==> src/rtl/regfile_write_queue.sv <==
// Register-file write queue with optional read forwarding (REGFILE_WQ_FORWARD_EN); 1-cycle min latency.
// Backpressure: in_ready = !full from registered state; drains head to we3/wa3/wd3 when drain_en.
module regfile_write_queue #(
    parameter int DEPTH = 4,
    parameter int DW    = 8,
    parameter int AW    = 3
) (
    input  logic                     clk,
    input  logic                     rst_n,
    input  logic                     in_valid,
    output logic                     in_ready,
    input  logic [AW-1:0]            in_addr,
    input  logic [DW-1:0]            in_data,
    input  logic                     drain_en,
    output logic                     we3,
    output logic [AW-1:0]            wa3,
    output logic [DW-1:0]            wd3,
    input  logic [AW-1:0]            ra1,
    input  logic [AW-1:0]            ra2,
    output logic                     fwd1_hit,
    output logic                     fwd2_hit,
    output logic [DW-1:0]            fwd1_data,
    output logic [DW-1:0]            fwd2_data,
    output logic [$clog2(DEPTH):0]   count,
    output logic                     empty,
    output logic                     full
);
    localparam int PW = $clog2(DEPTH);
    localparam int CW = PW + 1;

    logic [AW-1:0] addr_q [DEPTH];
    logic [DW-1:0] data_q [DEPTH];
    logic [PW-1:0] wr_ptr_q, wr_ptr_d;
    logic [PW-1:0] rd_ptr_q, rd_ptr_d;
    logic [CW-1:0] count_q, count_d;
    logic          push, pop;

    assign empty    = (count_q == '0);
    assign full     = (count_q == CW'(DEPTH));
    assign in_ready = !full;
    assign count    = count_q;

    // Register 0 is hardwired to zero: handshake completes but nothing is stored.
    assign push = in_valid && in_ready && (in_addr != '0);
    assign pop  = !empty && drain_en;

    assign we3 = pop;
    assign wa3 = empty ? '0 : addr_q[rd_ptr_q];
    assign wd3 = empty ? '0 : data_q[rd_ptr_q];

    always_comb begin
        wr_ptr_d = wr_ptr_q;
        rd_ptr_d = rd_ptr_q;
        count_d  = count_q;
        if (push) wr_ptr_d = wr_ptr_q + PW'(1);
        if (pop)  rd_ptr_d = rd_ptr_q + PW'(1);
        case ({push, pop})
            2'b10:   count_d = count_q + CW'(1);
            2'b01:   count_d = count_q - CW'(1);
            default: count_d = count_q;
        endcase
    end

    always_ff @(posedge clk or negedge rst_n) begin
        if (!rst_n) begin
            wr_ptr_q <= '0;
            rd_ptr_q <= '0;
            count_q  <= '0;
            for (int i = 0; i < DEPTH; i++) begin
                addr_q[i] <= '0;
                data_q[i] <= '0;
            end
        end else begin
            wr_ptr_q <= wr_ptr_d;
            rd_ptr_q <= rd_ptr_d;
            count_q  <= count_d;
            if (push) begin
                addr_q[wr_ptr_q] <= in_addr;
                data_q[wr_ptr_q] <= in_data;
            end
        end
    end

`ifdef REGFILE_WQ_FORWARD_EN
    // Scan oldest to newest so a later match overrides an earlier one.
    always_comb begin
        fwd1_hit  = 1'b0;
        fwd1_data = '0;
        fwd2_hit  = 1'b0;
        fwd2_data = '0;
        for (int i = 0; i < DEPTH; i++) begin
            if (CW'(i) < count_q) begin
                if ((ra1 != '0) && (addr_q[rd_ptr_q + PW'(i)] == ra1)) begin
                    fwd1_hit  = 1'b1;
                    fwd1_data = data_q[rd_ptr_q + PW'(i)];
                end
                if ((ra2 != '0) && (addr_q[rd_ptr_q + PW'(i)] == ra2)) begin
                    fwd2_hit  = 1'b1;
                    fwd2_data = data_q[rd_ptr_q + PW'(i)];
                end
            end
        end
    end
`else
    assign fwd1_hit  = 1'b0;
    assign fwd2_hit  = 1'b0;
    assign fwd1_data = '0;
    assign fwd2_data = '0;
`endif

endmodule

==> config.mk <==
export PLATFORM = sky130hd
export DESIGN_NAME = regfile_write_queue
export DESIGN_NICKNAME = d
export VERILOG_FILES = /design/src/rtl/regfile_write_queue.sv
export SDC_FILE = /design/constraint.sdc
export NUM_CORES = 1
export LEC_CHECK = 0
export ABC_AREA = 0
export CAP_MARGIN = 20
export CORE_MARGIN = 4
export CORE_UTILIZATION = 53
export CTS_BUF_LIST = sky130_fd_sc_hd__clkbuf_8
export CTS_CLUSTER_DIAMETER = 30
export CTS_CLUSTER_SIZE = 8
export DETAILED_ROUTE_END_ITERATION = 16
export PLACE_DENSITY_LB_ADDON = 0.25
export SETUP_SLACK_MARGIN = 0.3
export SLEW_MARGIN = 25
export SYNTH_ARGS = -nofsm -noshare
export SYNTH_HDL_FRONTEND = slang
export SYNTH_SLANG_ARGS = --single-unit
==> constraint.sdc <==
create_clock -name clk -period 2.5 [get_ports clk]
set_input_delay 0.5 -clock clk [delete_from_list [all_inputs] [get_ports clk]]
set_output_delay 0.5 -clock clk [all_outputs]
set_load 0.03 [all_outputs]
==> results.yml, run 1 <==
placement:
  gp_congestion: 0.810
  dpl.hpwl_mm: 3.65
  pre_cts_slack_ns: -0.00146
  port_buffers: 32
setup_path:
  rr_startpoint: "count[1]"
  r2r-end: "count[2]"
  crit_end: "wd3[4]"
  cp_max_fo: 4
  reg2reg_depth: 10
  r2r_setup_slack_ns: 0.42
  crit_start: "rd_ptr_q[0]"
  crit_arrival_ns: 1.68
  crit_path_start_kind: "flop"
  cp-end-kind: "primary output"
  required_ns: 2.00
  criticalPathCategory: "flop to primary output"
die:
  die_w_um: 79.8
  start_util_pct: 56.4
  core_mm2: 0.00485
  rows: 25
  die_y_um: 79.8
  ios: 57
  dieArea_mm2: 0.00637
yosys:
  syn_inst: 179
  yosys.area.top_type: "dfrtp_1"
  synth_top_area_share_pct: 46.7
  yosys-top-cells-area: "dfrtp_1 (47%), mux2_4 (22%), mux4_2 (9.1%), buf_4 (5.2%), nor2b_1 (2.7%)"
  synth.distinct_cells: 23
  yosys_warnings: 0
  ys_ff_latch: 51
  avgSynthCellArea_um2: 15.3
  netlist_area_mm2: 0.00274
  synth_seq_area_share_pct: 46.7
clocking:
  numCtsBuffers: 5
  cts_max_path_buffers: 2
  cts.sinks: 51
  clock_latency_ns: 0.31
  cts.reportedPaths.clkPinSlew_ns: 0.09
  htreeDepth: 2
  root_buffer: "clkbuf_8"
  cts_tree: "built"
route:
  drc: 0
  ant_nets: 0
  routedWlPerCell_um: 18.2
  firstDrtPassIters: 4
  via_count: 1532
  detail_route.iter0.violations: 85
  wirelength_mm: 5.47
  vias_per_cell: 5.11
finish:
  final_cell_mix: "dfrtp_1 (47), mux2_4 (40), buf_4 (21), conb_1 (18), clkdlybuf4s50_1 (14)"
  antenna_cells: 0
  drive_gt1_share_pct: 52.4
  area_growth_pct: 23.8
  fin_nets: 259
  final_common_cell: "dfrtp_1"
  multi_input_area_mm2: 0.00137
  nFillCells: 337
  final-seq-area_mm2: 0.00128
pwr:
  max-vdd-ir-drop_mv: 0.897
  leakage_nw: 1.59
  power_mw: 5.12
  powerDensity_mw_per_mm2: 1510
timing:
  worst_slack_ns: 0.317
  worst_pin_slew_ns: 0.640
  hold-worst-slack_ns: 0.287
  final_max_slew_viol_count: 0
  rsz0062_at_grt: "yes"
  finClkSkew_ns: 0.00863
  setup_viol: 0
  finalCritPeriodShare_pct: 87.3
  relSlewSlack_pct: 57.3
  clock.fmax_mhz: 458
  hold_viol: 0
  period_minus_slack_ns: 2.18
grt:
  antenna_found_initial: 0
  grt_overflow: 0
  globalRouteTotalUtil_pct: 18.6
  first_global_vias: 1762
  grt_max_degree: 52
  grt_pass1_wl_mm: 8.94
status:
  outcome: "completed"
job:
  cap_violations: 0
hold_path:
  hold_path.class: "input port to asynchronous set/reset pin"
[registers in the layout (all words and copies together), names as in the netlist]
register / flops
addr_q: 12
data_q: 32
rd_ptr_q: 2
wr_ptr_q: 2
count: 3
[worst min path at each step]
stage,start,endpoint,slack (ns),cells after the start
2_1_floorplan,rst_n,addr_q[0],0.20,0
3_3_place_gp,count[2],count[2],0.48,1
3_5_place_dp,data_q[31],data_q[31],0.49,1
4_1_cts,rst_n,data_q[21],0.32,2
5_1_grt,rst_n,data_q[5],0.35,2
6_report,rst_n,data_q[21],0.29,2
[routing by layer]
metal | part of all wire, % | global-route usage [%]
met1 | 43 | 23.8
met2 | 50 | 30.6
met3 | 6.1 | 5.08
met4 | 1.0 | 5.91
met5 | 0 | 0
[power by group]
part           internal, mW  switching [mW]
Sequential             1.26           0.328
Combinational          1.77            1.30
Clock                 0.192           0.272
[stage by stage]
stage / utilization [%] / std cells / area, µm² / setup TNS, ns
CTS: 66.8 / 298 / 3240 / 0
detailed placement: 65.8 / 288 / 3190 / -0.00146
floorplan: - / 196 / 2820 / 0
global route: 69.8 / 300 / 3390 / 0
finish: 69.8 / 300 / 3390 / 0
global placement: 65.8 / 288 / 3190 / 0
[what timing repair did]
item                       4_1_cts  5_1_grt
gates cloned                     0        1
buffers inserted                 2        1
gates resized for setup         54       53
setup endpoints to repair       14       14
hold buffers                     0        0
pin swaps                        1        3
[critical path, cell delays in order (launching register included)]
cell	delay, ns
dfrtp_2	0.44
clkbuf_16	0.17
mux4_2	0.47
nor2b_2	0.16
buf_6	0.13
[kinds of logic after synthesis]
kind of cell	share of synthesized area (%)
fa+ha+maj	3.02
flops	46.7
buf+inv	8.14
mux	33.4
other cells	0.137
xor+xnor	1.92
simple gates	6.68
[cells in the mapped netlist (all sizes together)]
| cell | count |
|---|---|
| buf | 24 |
| clkbuf | 1 |
| conb | 1 |
| dfrtp | 51 |
| fa | 1 |
| ha | 5 |
| inv | 7 |
| mux2 | 45 |
| mux2i | 1 |
| mux4 | 11 |
| nand2 | 4 |
| nand3b | 1 |
| nor2 | 1 |
| nor2b | 12 |
| nor3 | 6 |
| nor3b | 2 |
| xnor2 | 3 |
| xor2 | 3 |
[final cells by class]
type,instances,share of cell area (%)
Multi-Input combinational cell,113,40.4
Sequential cell,51,37.8
Timing Repair Buffer,54,16.0
Tap cell,67,2.48
Clock buffer,5,2.03
Inverter,7,0.776
Clock inverter,3,0.480
No activity file was read; power rests on OpenSTA's default activity.
==> run 2: changes to the inputs <==
CAP_MARGIN = 5   (was 20)
CELL_PAD_IN_SITES_DETAIL_PLACEMENT = 1   (was default)
CELL_PAD_IN_SITES_GLOBAL_PLACEMENT = 1   (was default)
CORE_UTILIZATION = 43   (was 53)
==> results.yml, run 2 (synthesized netlist as in run 1, its figures left out) <==
finish:
  fin_nets: 258
  largest_reg_flops: 32
  antenna_cells: 0
  fin_util_pct: 55.8
  drive_gt1_share_pct: 49.6
  final_cell_mix: "dfrtp_1 (48), mux2_4 (40), buf_4 (23), conb_1 (18), clkdlybuf4s50_1 (14)"
  nFillCells: 603
  top_register: "data_q"
  fin_area_mm2: 0.00338
  area_growth_pct: 23.7
  fin_cells: 307
  final_common_cell: "dfrtp_1"
setup_path:
  crit_arrival_ns: 1.71
  criticalPathCategory: "flop to primary output"
  cp-end-kind: "primary output"
  crit_path_start_kind: "flop"
  cp_max_fo: 6
  required_ns: 2.00
timing:
  finClkSkew_ns: 0.00910
  worst_pin_slew_ns: 0.636
  period_minus_slack_ns: 2.21
  final_max_slew_viol_count: 0
  finalCritPeriodShare_pct: 88.6
  hold_viol: 0
  relSlewSlack_pct: 57.6
  setup_viol: 0
  rsz0062_at_grt: "yes"
  clock.fmax_mhz: 452
grt:
  grt_pass1_wl_mm: 9.19
  globalRouteTotalUtil_pct: 15.7
  grt_max_degree: 27
  first_global_vias: 1762
  antenna_found_initial: 0
  grt_overflow: 0
job:
  cap_violations: 0
route:
  detail_route.iter0.violations: 33
  drc: 0
  wirelength_mm: 5.76
  firstDrtPassIters: 4
  ant_nets: 0
  via_count: 1509
  vias_per_cell: 4.92
  routedWlPerCell_um: 18.8
placement:
  dpl.hpwl_mm: 3.99
  gp_congestion: 0.782
  port_buffers: 32
  place_area_mm2: 0.00318
  post-place-cells: 292
pwr:
  powerDensity_mw_per_mm2: 1490
  clkPwrFrac_pct: 9.8
  power_switching_mw: 1.87
  p_int_mw: 3.18
  power_frac_seq_pct: 30.6
  comb_power_share_pct: 59.7
  power_mw: 5.05
  p_sw_share_pct: 37.0
  max-vdd-ir-drop_mv: 0.745
  leakage_nw: 1.57
die:
  dieArea_mm2: 0.00770
  die_y_um: 87.8
  ios: 57
  start_util_pct: 45.1
  die_w_um: 87.8
  core_mm2: 0.00606
  rows: 28
clocking:
  cts.reportedPaths.clkPinSlew_ns: 0.09
  htreeDepth: 2
  root_buffer: "clkbuf_8"
  cts_tree: "built"
  cts.sinks: 51
  ctsHoldBuffers: 0
  clock_latency_ns: 0.30
  cts_max_path_buffers: 2
  numCtsBuffers: 5
status:
  outcome: "completed"
hold_path:
  hold_path.class: "input port to asynchronous set/reset pin"
-- run 2: per-stage QoR --
stage / hold WS, ns / worst slack, ns / TNS [ns]
4_1_cts: 0.219 / 0.119 / 0
3_3_place_gp: 0.481 / 0.0183 / 0
3_5_place_dp: 0.495 / -0.0939 / -0.0939
5_1_grt: 0.254 / 0.249 / 0
6_report: 0.212 / 0.285 / 0
2_1_floorplan: 0.204 / 0.211 / 0
-- run 2: layer usage --
metal  wire length [µm]  vias up  track usage [%]
met5                  0        -                0
met4                 38        0             2.93
met3                284        4             3.39
met2               3020       44             28.7
met1               2420      777             19.1
li1                   -      684                -
-- run 2: final timing paths --
kind / startpoint / endpoint / slack (ns) / cells past startpoint
worst max register to register: count[1] / count[2] / 0.43 / 10
worst min-delay path: rst_n / data_q[2] / 0.21 / 1
max in group asynchronous: rst_n / wr_ptr_q[1] / 1.72 / 2
worst min register to register: data_q[7] / data_q[7] / 0.51 / 1
worst max-delay path: rd_ptr_q[0] / wd3[2] / 0.29 / 4
min in group clk: data_q[7] / data_q[7] / 0.51 / 1
-- run 2: worst max-delay path, stage by stage, from the launching register on --
cell,delay (ns)
dfrtp_1,0.44
clkbuf_16,0.19
mux4_2,0.49
nor2b_1,0.14
buf_4,0.16
-- run 2: timing repair --
action                     in CTS  in global routing
cloned                          0                  1
pin swaps                       3                  4
setup buffers                   4                  2
setup endpoints to repair      15                 13
gates resized for setup        55                 38
-- run 2: power groups by stage --
| stage | clock (mW) | sequential, mW | combinational (mW) |
|---|---|---|---|
| final | 0.493 | 1.55 | 3.01 |
| after global routing | 0.547 | 1.60 | 3.20 |
| after CTS | 0.512 | 1.54 | 2.73 |
| after detailed placement | 0 | 1.55 | 2.87 |
| after global placement | 0 | 1.49 | 2.79 |
| after floorplan | 0 | 1.51 | 1.99 |
-- run 2: area by class of cell --
type	instances	area, µm²	share of cell area [%]
multi-input cells	113	1350	39.8
flip-flops and latches	51	1280	37.8
repair buffers	53	536	15.8
well taps	75	93.8	2.77
clock buffers	6	82.6	2.44
inverters	7	26.3	0.777
clock inverters	2	16.3	0.481
